File: config.mk
export PLATFORM = sky130hd
export DESIGN_NAME = adda_sequencer
export DESIGN_NICKNAME = d
export VERILOG_FILES = /design/src/rtl/adda_sequencer.sv
export SDC_FILE = /design/constraint.sdc
export NUM_CORES = 1
export LEC_CHECK = 0
export ABC_CLOCK_PERIOD_IN_PS = 3300
export BUFFER_PORTS_ARGS = -buffer_cell sky130_fd_sc_hd__buf_2
export CAP_MARGIN = 10
export CORE_MARGIN = 2
export CORE_UTILIZATION = 50
export CTS_BUF_LIST = sky130_fd_sc_hd__clkbuf_8 sky130_fd_sc_hd__clkbuf_16
export DETAILED_ROUTE_END_ITERATION = 7
export MAX_ROUTING_LAYER = met4
export PLACE_DENSITY = 0.79
export SYNTH_ARGS = -nofsm -noshare
export SYNTH_HDL_FRONTEND = slang
export SYNTH_SLANG_ARGS = --single-unit
File: constraint.sdc
create_clock -name i_clk -period 3.3 [get_ports i_clk]
set_clock_uncertainty 0.05 [all_clocks]
set_input_delay 0 -clock i_clk [delete_from_list [all_inputs] [get_ports i_clk]]
set_output_delay 0 -clock i_clk [all_outputs]
set_load 0.01 [all_outputs]
File: src/rtl/adda_sequencer.sv
// Sequencer for the ULX3S 8-bit AD/DA add-on. It divides i_clk down to the shared converter
// clock, captures and strobes ADC samples, and selects the DAC source once per converter period.
module adda_sequencer #(
    parameter int unsigned CLK_DIV     = 4,
    parameter int unsigned ADC_LATENCY = 5,
    parameter logic [7:0]  MIDSCALE    = 8'h80
) (
    input  logic       i_clk,
    input  logic       i_reset,
    input  logic       i_enable,
    input  logic [1:0] i_mode,
    input  logic [7:0] i_const,
    input  logic [7:0] i_ad_data,
    input  logic [7:0] i_tx_data,
    input  logic       i_tx_valid,
    output logic       o_tx_ready,
    output logic       o_adclk,
    output logic       o_daclk,
    output logic [7:0] o_da_data,
    output logic [7:0] o_sample,
    output logic       o_sample_valid,
    output logic       o_underrun,
    input  logic       i_clr_underrun,
    output logic       o_busy
);

    localparam int unsigned HALF = CLK_DIV / 2;
    localparam int unsigned PW   = (CLK_DIV > 2) ? $clog2(CLK_DIV) : 1;
    localparam int unsigned WW   = (ADC_LATENCY > 1) ? $clog2(ADC_LATENCY) : 1;

    localparam logic [PW-1:0] PH_LAST   = PW'(CLK_DIV - 1);
    localparam logic [PW-1:0] PH_UPD    = PW'(HALF - 1);
    localparam logic [PW-1:0] PH_HALF   = PW'(HALF);
    localparam logic [WW-1:0] WARM_LAST = WW'(ADC_LATENCY - 1);

    typedef enum logic [1:0] {
        IDLE,
        WARMUP,
        RUN
    } state_t;

    state_t        state;
    logic [PW-1:0] phase;
    logic [PW-1:0] phase_nxt;
    logic [WW-1:0] warm_cnt;
    logic          have_sample;
    logic          last;
    logic          upd;
    logic          underrun_set;

    always_comb begin
        last         = (phase == PH_LAST);
        upd          = (phase == PH_UPD);
        phase_nxt    = last ? '0 : phase + 1'b1;
        // A stream slot is missed when no handshake completes at the DAC update edge.
        underrun_set = (state != IDLE) && upd && (i_mode == 2'd1) &&
                       !(o_tx_ready && i_tx_valid);
    end

    always_ff @(posedge i_clk) begin
        if (i_reset) begin
            state          <= IDLE;
            phase          <= '0;
            warm_cnt       <= '0;
            have_sample    <= 1'b0;
            o_adclk        <= 1'b0;
            o_daclk        <= 1'b0;
            o_da_data      <= MIDSCALE;
            o_sample       <= '0;
            o_sample_valid <= 1'b0;
            o_tx_ready     <= 1'b0;
            o_underrun     <= 1'b0;
            o_busy         <= 1'b0;
        end else begin
            o_sample_valid <= 1'b0;
            o_underrun     <= underrun_set | (o_underrun & ~i_clr_underrun);

            case (state)
                IDLE: begin
                    phase       <= '0;
                    warm_cnt    <= '0;
                    have_sample <= 1'b0;
                    o_adclk     <= 1'b0;
                    o_daclk     <= 1'b0;
                    o_tx_ready  <= 1'b0;
                    if (i_enable) begin
                        state      <= WARMUP;
                        o_adclk    <= 1'b1;
                        o_daclk    <= 1'b1;
                        o_busy     <= 1'b1;
                        o_tx_ready <= (PH_UPD == '0) && (i_mode == 2'd1);
                    end
                end

                WARMUP, RUN: begin
                    phase      <= phase_nxt;
                    o_adclk    <= (phase_nxt < PH_HALF);
                    o_daclk    <= (phase_nxt < PH_HALF);
                    o_tx_ready <= (phase_nxt == PH_UPD) && (i_mode == 2'd1);

                    if (upd) begin
                        case (i_mode)
                            2'd0: o_da_data <= have_sample ? o_sample : MIDSCALE;
                            2'd1: if (o_tx_ready && i_tx_valid) o_da_data <= i_tx_data;
                            2'd2: o_da_data <= i_const;
                            default: o_da_data <= MIDSCALE;
                        endcase
                    end

                    if (last) begin
                        if (state == RUN) begin
                            o_sample       <= i_ad_data;
                            o_sample_valid <= 1'b1;
                            have_sample    <= 1'b1;
                        end else if (warm_cnt == WARM_LAST) begin
                            state <= RUN;
                        end else begin
                            warm_cnt <= warm_cnt + 1'b1;
                        end

                        // Disable is only honoured here; the final capture above still stands.
                        if (!i_enable) begin
                            state       <= IDLE;
                            phase       <= '0;
                            warm_cnt    <= '0;
                            have_sample <= 1'b0;
                            o_adclk     <= 1'b0;
                            o_daclk     <= 1'b0;
                            o_tx_ready  <= 1'b0;
                            o_busy      <= 1'b0;
                            o_da_data   <= MIDSCALE;
                        end
                    end
                end

                default: state <= IDLE;
            endcase
        end
    end

endmodule

# After elaboration in Yosys (flattened, before gate mapping)
# Cells that the tools add are included.
# totals
register_bits,29
latchBits,0
mem_bits_rw,0
rom_bits,0
out_inout_bits,22
word_cells,88
memories,0
# op_classes
addsub,2
mul,0
div_mod_pow,0
order_cmp,1
eq_ne,15
shifts,0
muxes,37
bitwise,5
n_reduce_logical,17
# op_table
operator,count
2-to-1 mux 8 bit,5
one-hot mux 8 bit (3 select lines),1
2-to-1 mux 2 bit,8
2-to-1 mux 1 bit,12
2-to-1 mux 3 bit,4
inequality test 3 bit (second input constant),4
AND reduction 4 bit,3
== test 2 x 1 -> 1 bit (second input constant),4
one-hot mux 1 bit (2 select lines),4
one-hot mux 2 bit (2 select lines),2
== test 2 bit (second input constant),3
inequality test 2 bit (second input constant),3
one-hot mux 3 bit (2 select lines),1
AND reduction 3 bit,2
logical AND 1 bit,5
zero test 2 bit,2
nonzero test 2 bit,2
adder 3 x 1 -> 3 bit (second input constant),1
== test 3 bit (second input constant),1
NOT 1 bit,3
OR reduction 3 bit,1
adder 2 x 1 -> 2 bit (second input constant),1
< comparator 2 bit (second input constant),1
OR reduction 2 bit,1
3 further kinds,3

# Depth between registers and ports, before layout
# Gate-level depths: netlist of the first run.
# logic_depth
word_depth,7
mapped_depth,7
ltp_nobuf,6

# Worst setup path before layout of the first run
# OpenSTA, ideal clock, no wires.
# synth_path
path_type,register to register
start,register state[0]
end,register state[0]
setup_time_ns,0.074
arrival_ns,1.465
slack_ns,1.712
path_stages_with_launch,7
n_path_buf,0
cell_sequence,dfxtp_1 -> inv_1 -> ha_1 -> nor2b_2 -> a311o_1 -> o21a_1 -> nor3_2
# synth_between
elab_chain_len,4
# synth_rtl
element,line_no,rtl
start: declaration,42,state_t state;
start signal: assignment,62,state <= IDLE;
start signal: assignment,87,state <= WARMUP;
start signal: assignment,116,state <= RUN;
== test 2 bit or == test 2 x 1 -> 1 bit (tied branches),"78, 111",
OR reduction 2 bit,78,case (state)
inequality test 3 bit (no line) or inequality test 2 bit (tied branches),--,
AND reduction 4 bit (no line),--,
# Parallel ways exist; a longest one is shown, timed or not.
# A chain may end at the register's enable or synchronous reset.

# Worst setup path after layout of the first run
# layout_path
start,register state[1]
end,register state[1]
# The elaborated chain is that of the path after synthesis.

==> results.json, run 1 <==
{
  "status": "finished, final reports clean",
  "cts_hold_buf": 9,
  "die_h_um": 61.9,
  "start_kind": "flip-flop",
  "fin_hold_ws_ns": 0.0304,
  "wl_mm": 4.12,
  "tns_ns": 0,
  "cp.arrival_ns": 1.96,
  "wl_per_cell_um": 14.0,
  "cellPowerDensity_nw_per_um2": 378,
  "globalplace.congestion": 0.753,
  "die_area_um2": 3840,
  "critical_path.max_fanout": 13,
  "required_ns": 3.39,
  "grt_pass1_wl_mm": 6.33,
  "ios": 53,
  "clk_root_buffer_cell": "clkbuf_8",
  "grt_setup_unrepaired": "false",
  "path_clk_slew_ns": 0.06,
  "initial_core_util_pct": 51.1,
  "drt_first_iter_violations": 51,
  "max_freq_mhz": 534,
  "tightest_slew_ns": 0.761,
  "min_period_over_period_pct": 56.8,
  "cts_setup_buffers": 0,
  "cp_slowest_cell": "ha_1",
  "drive_gt1_share_pct": 33.5,
  "post-dp-hpwl_mm": 2.72,
  "coreArea_um2": 3280,
  "max_stage_delay_ns": 0.46,
  "total_power_uw": 795,
  "holdCritPathClass": "primary input to flip-flop",
  "post_cts_resized": 0,
  "synth-seq-area-share_pct": 34.6,
  "viasPerCell": 5.50,
  "yosys-top-cells-count": "29 x dfxtp_1, 23 x a21oi_1, 23 x nand2_1",
  "crit_path_cell_trace": "inv_1 > ha_1 > nor2b_2 > a311o_1 > o21ai_1 > a21oi_1",
  "cts_made_buffers": 5,
  "hold_viol": 0,
  "ir_drop_mv": 0.297,
  "grtUsageTotal_pct": 23.7,
  "final_nets": 286,
  "synth_cell_types": 45,
  "syn_area_per_cell_um2": 8.74,
  "yosys_register_bits": 29,
  "netlist.area_leader.share_pct": 34.6,
  "vias": 1616,
  "portBuffers": 52,
  "min_period_ns": 1.87,
  "async_flop_share_pct": 0,
  "cts_tree": "yes",
  "cp_num_buf_inv": 1,
  "netlist_instances": 192,
  "ant_nets": 0,
  "maxSlewHeadroom_pct": 49.1,
  "die_x_um": 61.9,
  "clock_latency_ns": 0.28,
  "cts_sinks": 29,
  "n_antenna_cell": 0,
  "htreeDepth": 2,
  "synth_ff_type": "dfxtp_1",
  "synth_top_area_cell": "dfxtp_1",
  "total_leakage_power_uw": 0.000859,
  "dpl.cell_count": 277,
  "yosys_warnings": 0,
  "globalRoute.totalOverflow": 0,
  "area_growth_syn_to_layout_pct": 25.2,
  "drt_pre_antenna_iters": 4,
  "finalSetupViolations": 0,
  "post-synth-top-count-cell": "dfxtp_1",
  "cts.path.max_buffers": 2,
  "final_cells": 294,
  "crit_family": "compound AO/OA/AOI/OAI gates",
  "synth_area_leaders": "dfxtp_1 35%, a21oi_1 6.9%, ha_1 6.0%",
  "synth.cell_area_um2": 1680,
  "crit_path_end_kind": "flip-flop",
  "path_class": "flip-flop to flip-flop",
  "syn-num-nets": 231,
  "row_count": 21,
  "synth_edf_count": 0,
  "maxCapViolations": 0,
  "grt_max_degree": 30,
  "grt_pass1_vias": 1372,
  "maxSlewViolCount": 0,
  "drc": 0,
  "grt_antenna_before_repair": 0
}
[metrics by stage]
stage	utilization [%]	setup WS [ns]	cell area, um2
after floorplan	-	1.71	1680
after global placement	58.1	1.49	1910
after detailed placement	58.1	1.44	1910
after CTS	64.0	1.43	2100
after global routing	64.0	1.27	2100
final	64.0	1.43	2100
[cell families (layout without fill, tap and decap cells)]
logic type               count (synthesis)  after routing  share of synthesized area, %
AO/OA/AOI/OAI                           53             53                          24.0
adder cells (fa/ha/maj)                  8              8                          5.97
buffers and inverters                   21             77                          6.94
flip-flops                              29             29                          34.6
multiplexers                             8              8                          5.37
AND/OR/NAND/NOR                         73             73                          23.1
[final cells by class]
class                      count  area, um2
clock buffer                   7       96.3
tap                           46       57.6
sequential                    29        581
timing repair buffer          61        350
clock inverter                 1       5.00
multi-input combinational    142        981
fill                         283       1180
inverter                       8       30.0
[worst paths after layout]
check                             startpoint      endpoint  slack (ns)  cells after the start
worst min register to register    o_underrun    o_underrun        0.42                      2
worst max register to register      state[1]      state[1]        1.43                      6
worst max-delay path                state[1]      state[1]        1.43                      6
worst min-delay path            i_tx_data[7]  o_da_data[7]        0.03                      3
[state kept, by name, indices dropped and copies added, names as in the netlist]
| signal | flops |
|---|---|
| o_underrun | 1 |
| state | 2 |
| o_tx_ready | 1 |
| o_busy | 1 |
| o_daclk | 1 |
| phase | 2 |
| have_sample | 1 |
| o_da_data | 8 |
| o_sample_valid | 1 |
| warm_cnt | 3 |
| o_sample | 8 |
[cells in the final DEF, fill, tap and decap left out, types with 2 or more instances in the layout]
cell           Yosys  layout
a211oi_1           2       2
a21oi_1           23      23
a221oi_1           4       4
a221oi_2           3       3
a31oi_1            2       2
a32o_1             7       7
buf_2              3      52
clkbuf_8           0       7
dfxtp_1           29      29
dlygate4sd3_1      0       9
ha_1               8       8
inv_1              8       8
mux2_2             8       8
nand2_1           23      23
nand2_2            2       2
nand2b_1           3       3
nand3_1            7       7
nand4b_1           2       2
nor2_1            11      11
nor2b_1            2       2
nor3_1             6       6
nor3_2             3       3
nor3b_1            2       2
o31ai_1            2       2
or3_1              3       3
[where the power goes]
part           switching [uW]  leakage, uW  internal [uW]
Combinational            60.3     0.000570           50.5
Clock                     134    0.0000542            188
Sequential               4.88     0.000235            356
[metal layers]
| metal | vias up | wire, um | GRT usage [%] |
|---|---|---|---|
| met5 | - | 0 | - |
| met4 | 0 | 67 | 10.0 |
| met3 | 7 | 156 | 5.80 |
| met2 | 37 | 2010 | 35.3 |
| met1 | 764 | 1880 | 30.6 |
| li1 | 808 | - | - |
[tightest hold or removal path, delay by kind of cell]
kind | cells | cell delay (ns)
AO/OA/AOI/OAI | 2 | 0.25
buffers and inverters | 1 | 0.08
No activity file was read; power rests on OpenSTA's default activity.
==> inputs of run 2 (changes only) <==
--- a/config.mk
+++ b/config.mk
@@ -5,7 +5,7 @@
 export SDC_FILE = /design/constraint.sdc
 export NUM_CORES = 1
 export LEC_CHECK = 0
-export ABC_CLOCK_PERIOD_IN_PS = 3300
+export ABC_CLOCK_PERIOD_IN_PS = 1800
 export BUFFER_PORTS_ARGS = -buffer_cell sky130_fd_sc_hd__buf_2
 export CAP_MARGIN = 10
 export CORE_MARGIN = 2
==> constraint.sdc (replaced) <==
create_clock -name i_clk -period 1.8 [get_ports i_clk]
set_clock_uncertainty 0.05 [all_clocks]
set_input_delay 0 -clock i_clk [delete_from_list [all_inputs] [get_ports i_clk]]
set_output_delay 0 -clock i_clk [all_outputs]
set_load 0.01 [all_outputs]
==> results.json, run 2 (same netlist as run 1, synthesis figures left out) <==
{
  "status": "finished, final reports clean",
  "max_freq_mhz": 598,
  "grt_antenna_before_repair": 0,
  "clock_latency_ns": 0.28,
  "min_period_ns": 1.67,
  "timing.final.ws_setup_ns": 0.129,
  "post-dp-hpwl_mm": 2.85,
  "coreArea_um2": 3280,
  "crit_path_end_kind": "flip-flop",
  "max_stage_delay_ns": 0.35,
  "ant_nets": 0,
  "row_count": 21,
  "total_leakage_power_uw": 0.000898,
  "drc": 0,
  "initial_core_util_pct": 51.1,
  "dpl.cell_count": 282,
  "tns_ns": 0,
  "cellPowerDensity_nw_per_um2": 771,
  "maxSlewHeadroom_pct": 62.3,
  "layout_common_cells": "52 x buf_2, 29 x dfxtp_1, 23 x a21oi_1, 23 x nand2_1, 11 x nor2_1",
  "clk_root_buffer_cell": "clkbuf_8",
  "final.fill_count": 266,
  "grt_setup_unrepaired": "false",
  "ios": 53,
  "holdCritPathClass": "primary input to flip-flop",
  "final_cells": 299,
  "grt_max_degree": 30,
  "cts_made_buffers": 5,
  "cp_num_buf_inv": 1,
  "globalplace.congestion": 0.820,
  "final_common_cell": "buf_2",
  "final_nets": 291,
  "maxSlewViolCount": 0,
  "path_clk_slew_ns": 0.06,
  "die_h_um": 61.9,
  "crit_path_cell_trace": "inv_1 > ha_1 > and2_4 > a311o_1 > o21ai_1 > a21oi_1",
  "drt_pre_antenna_iters": 4,
  "ir_drop_mv": 0.521,
  "viasPerCell": 5.38,
  "drive_gt1_share_pct": 36.0,
  "grt_pass1_vias": 1371,
  "die_x_um": 61.9,
  "start_kind": "flip-flop",
  "htreeDepth": 2,
  "cts_tree": "yes",
  "wl_per_cell_um": 13.3,
  "globalRoute.totalOverflow": 0,
  "n_antenna_cell": 0,
  "vias": 1610,
  "cp_slowest_cell": "a311o_1",
  "pre_cts_slack_ns": 0.128,
  "required_ns": 1.89,
  "grt_pass1_wl_mm": 6.02,
  "portBuffers": 52,
  "cts.path.max_buffers": 2,
  "grtUsageTotal_pct": 22.0,
  "finalSetupViolations": 0,
  "crit_family": "compound AO/OA/AOI/OAI gates",
  "critical_path.max_fanout": 6,
  "hold_viol": 0,
  "drt_first_iter_violations": 64,
  "die_area_um2": 3840,
  "min_period_over_period_pct": 92.8,
  "maxCapViolations": 0,
  "tightest_slew_ns": 0.565,
  "path_class": "flip-flop to flip-flop",
  "r2r_slack_ns": 0.13,
  "cp.arrival_ns": 1.76,
  "wl_mm": 3.98,
  "largestRegisters": "o_da_data: 8 flops, o_sample: 8 flops, warm_cnt: 3 flops",
  "cts_sinks": 29,
  "area_growth_syn_to_layout_pct": 30.6
}
run 2: worst register-to-register path: stages, from the launching register on:
cell	delay, ns
dfxtp_1	0.33
inv_1	0.10
ha_1	0.30
and2_4	0.19
a311o_1	0.35
o21ai_1	0.14
a21oi_1	0.07
run 2: through the flow:
step           hold slack [ns]  total power (uW)  util (%)  area, um2
5_1_grt                 0.0690              1760      66.7       2190
2_1_floorplan           0.0860               807         -       1680
4_1_cts                 0.0468              1690      66.1       2170
3_5_place_dp             0.196               872      59.3       1950
3_3_place_gp             0.195               870      59.3       1950
6_report                0.0599              1690      66.7       2190
run 2: layout make-up:
type                            instances  area [um2]  share of cell area, %
Tap cell                               46        57.6                   2.63
Clock inverter                          3        65.1                   2.97
Multi-Input combinational cell        142        1000                   45.7
Inverter                                8        30.0                   1.37
Sequential cell                        29         581                   26.5
Clock buffer                            5        68.8                   3.14
Timing Repair Buffer                   66         388                   17.7
run 2: worst paths after layout:
path | startpoint | to | cells after the start
max | state[0] | state[1] | 6
min | i_tx_data[7] | o_da_data[7] | 3
max reg2reg | state[0] | state[1] | 6
min reg2reg | o_underrun | o_underrun | 2
run 2: per-layer routing:
| layer | track usage, % | part of all wire (%) | up-vias |
|---|---|---|---|
| li1 | - | - | 816 |
| met1 | 28.9 | 47 | 749 |
| met2 | 32.6 | 47 | 41 |
| met3 | 6.21 | 4.0 | 4 |
| met4 | 7.29 | 1.3 | 0 |
| met5 | - | 0 | - |
run 2: what timing repair did:
item	in CTS	in global routing
hold buffers	9	0
setup buffers	0	0
setup endpoints to repair	0	3
resized for setup	0	3
endpoints found under the hold margin	9	0
run 2: where the power goes:
part           total, uW  switching [uW]  internal [uW]  leakage, uW
combinational        220             114            106     0.000595
clock                807             257            550    0.0000681
sequential           663            9.15            653     0.000235
==> inputs of run 3 (changes only) <==
==> config.mk (replaced) <==
export PLATFORM = sky130hd
export DESIGN_NAME = adda_sequencer
export DESIGN_NICKNAME = d
export VERILOG_FILES = /design/src/rtl/adda_sequencer.sv
export SDC_FILE = /design/constraint.sdc
export NUM_CORES = 1
export LEC_CHECK = 0
export ABC_CLOCK_PERIOD_IN_PS = 1800
export BUFFER_PORTS_ARGS = -buffer_cell sky130_fd_sc_hd__buf_4
export CAP_MARGIN = 10
export CORE_MARGIN = 3
export CORE_UTILIZATION = 45
export CTS_BUF_LIST = sky130_fd_sc_hd__clkbuf_8 sky130_fd_sc_hd__clkbuf_16
export DETAILED_ROUTE_END_ITERATION = 7
export MAX_ROUTING_LAYER = met4
export PLACE_DENSITY = 0.72
export SYNTH_ARGS = -nofsm -noshare
export SYNTH_HDL_FRONTEND = slang
export SYNTH_SLANG_ARGS = --single-unit
==> results.json, run 3 (same netlist as run 1, synthesis figures left out) <==
{
  "grt_pass1_wl_mm": 6.73,
  "initial_core_util_pct": 48.4,
  "grt_use_met3_pct": 4.38,
  "die_h_um": 67.1,
  "maxSlewViolCount": 0,
  "die_x_um": 67.1,
  "holdCritPathClass": "primary input to flip-flop",
  "largestRegisters": "o_da_data: 8 flops, o_sample: 8 flops, warm_cnt: 3 flops",
  "gr-max-usage-layer": "met2",
  "min_period_ns": 1.70,
  "gr-usage-met2_pct": 29.0,
  "coreArea_um2": 3470,
  "cts_tree": "yes",
  "cts.path.max_buffers": 2,
  "fin_area_um2": 2310,
  "row_count": 21,
  "cts_sinks": 29,
  "maxCapViolations": 0,
  "finalSetupViolations": 0,
  "area_growth_syn_to_layout_pct": 37.9,
  "min_period_over_period_pct": 94.4,
  "cp_slowest_cell": "dfxtp_1",
  "wl_mm": 4.28,
  "clk_root_buffer_cell": "clkbuf_8",
  "n_antenna_cell": 0,
  "grt_pass1_vias": 1386,
  "critical_path.max_fanout": 6,
  "vias": 1596,
  "cellPowerDensity_nw_per_um2": 648,
  "wl_per_cell_um": 14.2,
  "cts_made_buffers": 5,
  "drc": 0,
  "globalplace.congestion": 0.820,
  "grtUsageMet1_pct": 28.4,
  "grt_antenna_before_repair": 0,
  "drive_gt1_share_pct": 36.1,
  "final.fill_count": 312,
  "dpl.cell_count": 282,
  "post-dp-hpwl_mm": 2.99,
  "status": "finished, final reports clean",
  "final_nets": 293,
  "crit_path_end_kind": "flip-flop",
  "htreeDepth": 2,
  "cp.arrival_ns": 1.85,
  "multiInputGateArea_um2": 993,
  "path_class": "flip-flop to flip-flop",
  "ant_nets": 0,
  "grt_max_degree": 30,
  "die_area_um2": 4500,
  "crit_path_cell_trace": "inv_1 > ha_4 > buf_4 > nand2_2 > a211oi_4 > buf_6 > a21oi_1 > nor3_1",
  "layout_common_cells": "57 x buf_4, 28 x dfxtp_1, 23 x a21oi_1, 23 x nand2_1, 11 x nor2_1",
  "final_common_cell": "buf_4",
  "start_kind": "flip-flop",
  "path_clk_slew_ns": 0.07,
  "hold_viol": 0,
  "ff_latch_area_um2": 582,
  "max_freq_mhz": 589,
  "total_leakage_power_uw": 0.000931,
  "clock_latency_ns": 0.28,
  "portBuffers": 52,
  "drt_first_iter_violations": 133,
  "ir_drop_mv": 0.454,
  "tightest_slew_ns": 0.459,
  "required_ns": 1.95,
  "ios": 53,
  "globalRoute.totalOverflow": 0,
  "drt_pre_antenna_iters": 4,
  "maxSlewHeadroom_pct": 69.3,
  "grtUsageTotal_pct": 20.1,
  "max_stage_delay_ns": 0.33,
  "final_cells": 301,
  "viasPerCell": 5.30,
  "dpl_cell_area_um2": 2080
}
[run 3: cell count changes in the layout (fill, tap and decap cells not counted), sizes merged]
| cell | delta |
|---|---|
| buf | +2 |
| bufinv | -2 |
| clkbuf | +2 |
[run 3: path summary, 6_finish.rpt]
| check | depth (start not counted) | to | startpoint | slack, ns |
|---|---|---|---|---|
| max | 8 | o_da_data[1] | state[0] | 0.10 |
| min | 3 | o_da_data[7] | i_tx_data[7] | 0.03 |
| max reg2reg | 8 | o_da_data[1] | state[0] | 0.10 |
| min reg2reg | 2 | phase[1] | phase[1] | 0.42 |
[run 3: report_power, final]
part / switching [uW] / internal, uW
Clock: 242 / 345
Combinational: 119 / 133
Sequential: 8.67 / 654
Total: 369 / 1130
[run 3: critical path: cells and delay by family (launching register included)]
family / cells / cell delay (ns)
AO/OA/AOI/OAI: 2 / 0.31
adder cells (fa/ha/maj): 1 / 0.31
buffers and inverters: 3 / 0.41
flip-flops: 1 / 0.33
AND/OR/NAND/NOR: 2 / 0.21
[run 3: per-layer routing]
layer	share of wire [%]	vias up
li1	-	818
met1	48	734
met2	47	41
met3	5.2	3
met4	0.40	0
met5	0	-
[run 3: what timing repair did]
item,4_1_cts,5_1_grt
setup buffers,0,2
setup endpoints to repair,0,8
gates resized for setup,0,3
hold endpoints to repair,9,0
hold buffers,9,0
[run 3: stage by stage]
| step | total power [uW] | worst slack, ns | util [%] | setup TNS (ns) | hold slack (ns) |
|---|---|---|---|---|---|
| 5_1_grt | 1560 | -0.00813 | 66.7 | -0.0159 | 0.0493 |
| 6_report | 1500 | 0.102 | 66.7 | 0 | 0.0319 |
| 3_5_place_dp | 897 | 0.102 | 59.9 | 0 | 0.207 |
| 3_3_place_gp | 895 | 0.126 | 59.9 | 0 | 0.197 |
| 2_1_floorplan | 807 | 0.212 | - | 0 | 0.0860 |
| 4_1_cts | 1490 | 0.0814 | 65.4 | 0 | 0.0283 |
[run 3: layout make-up]
class	instances	share of cell area (%)
clock inverters	1	0.216
repair buffers	68	23.7
inverters	8	1.30
clock buffers	7	4.16
flip-flops and latches	29	25.1
multi-input cells	142	42.9
well taps	46	2.49
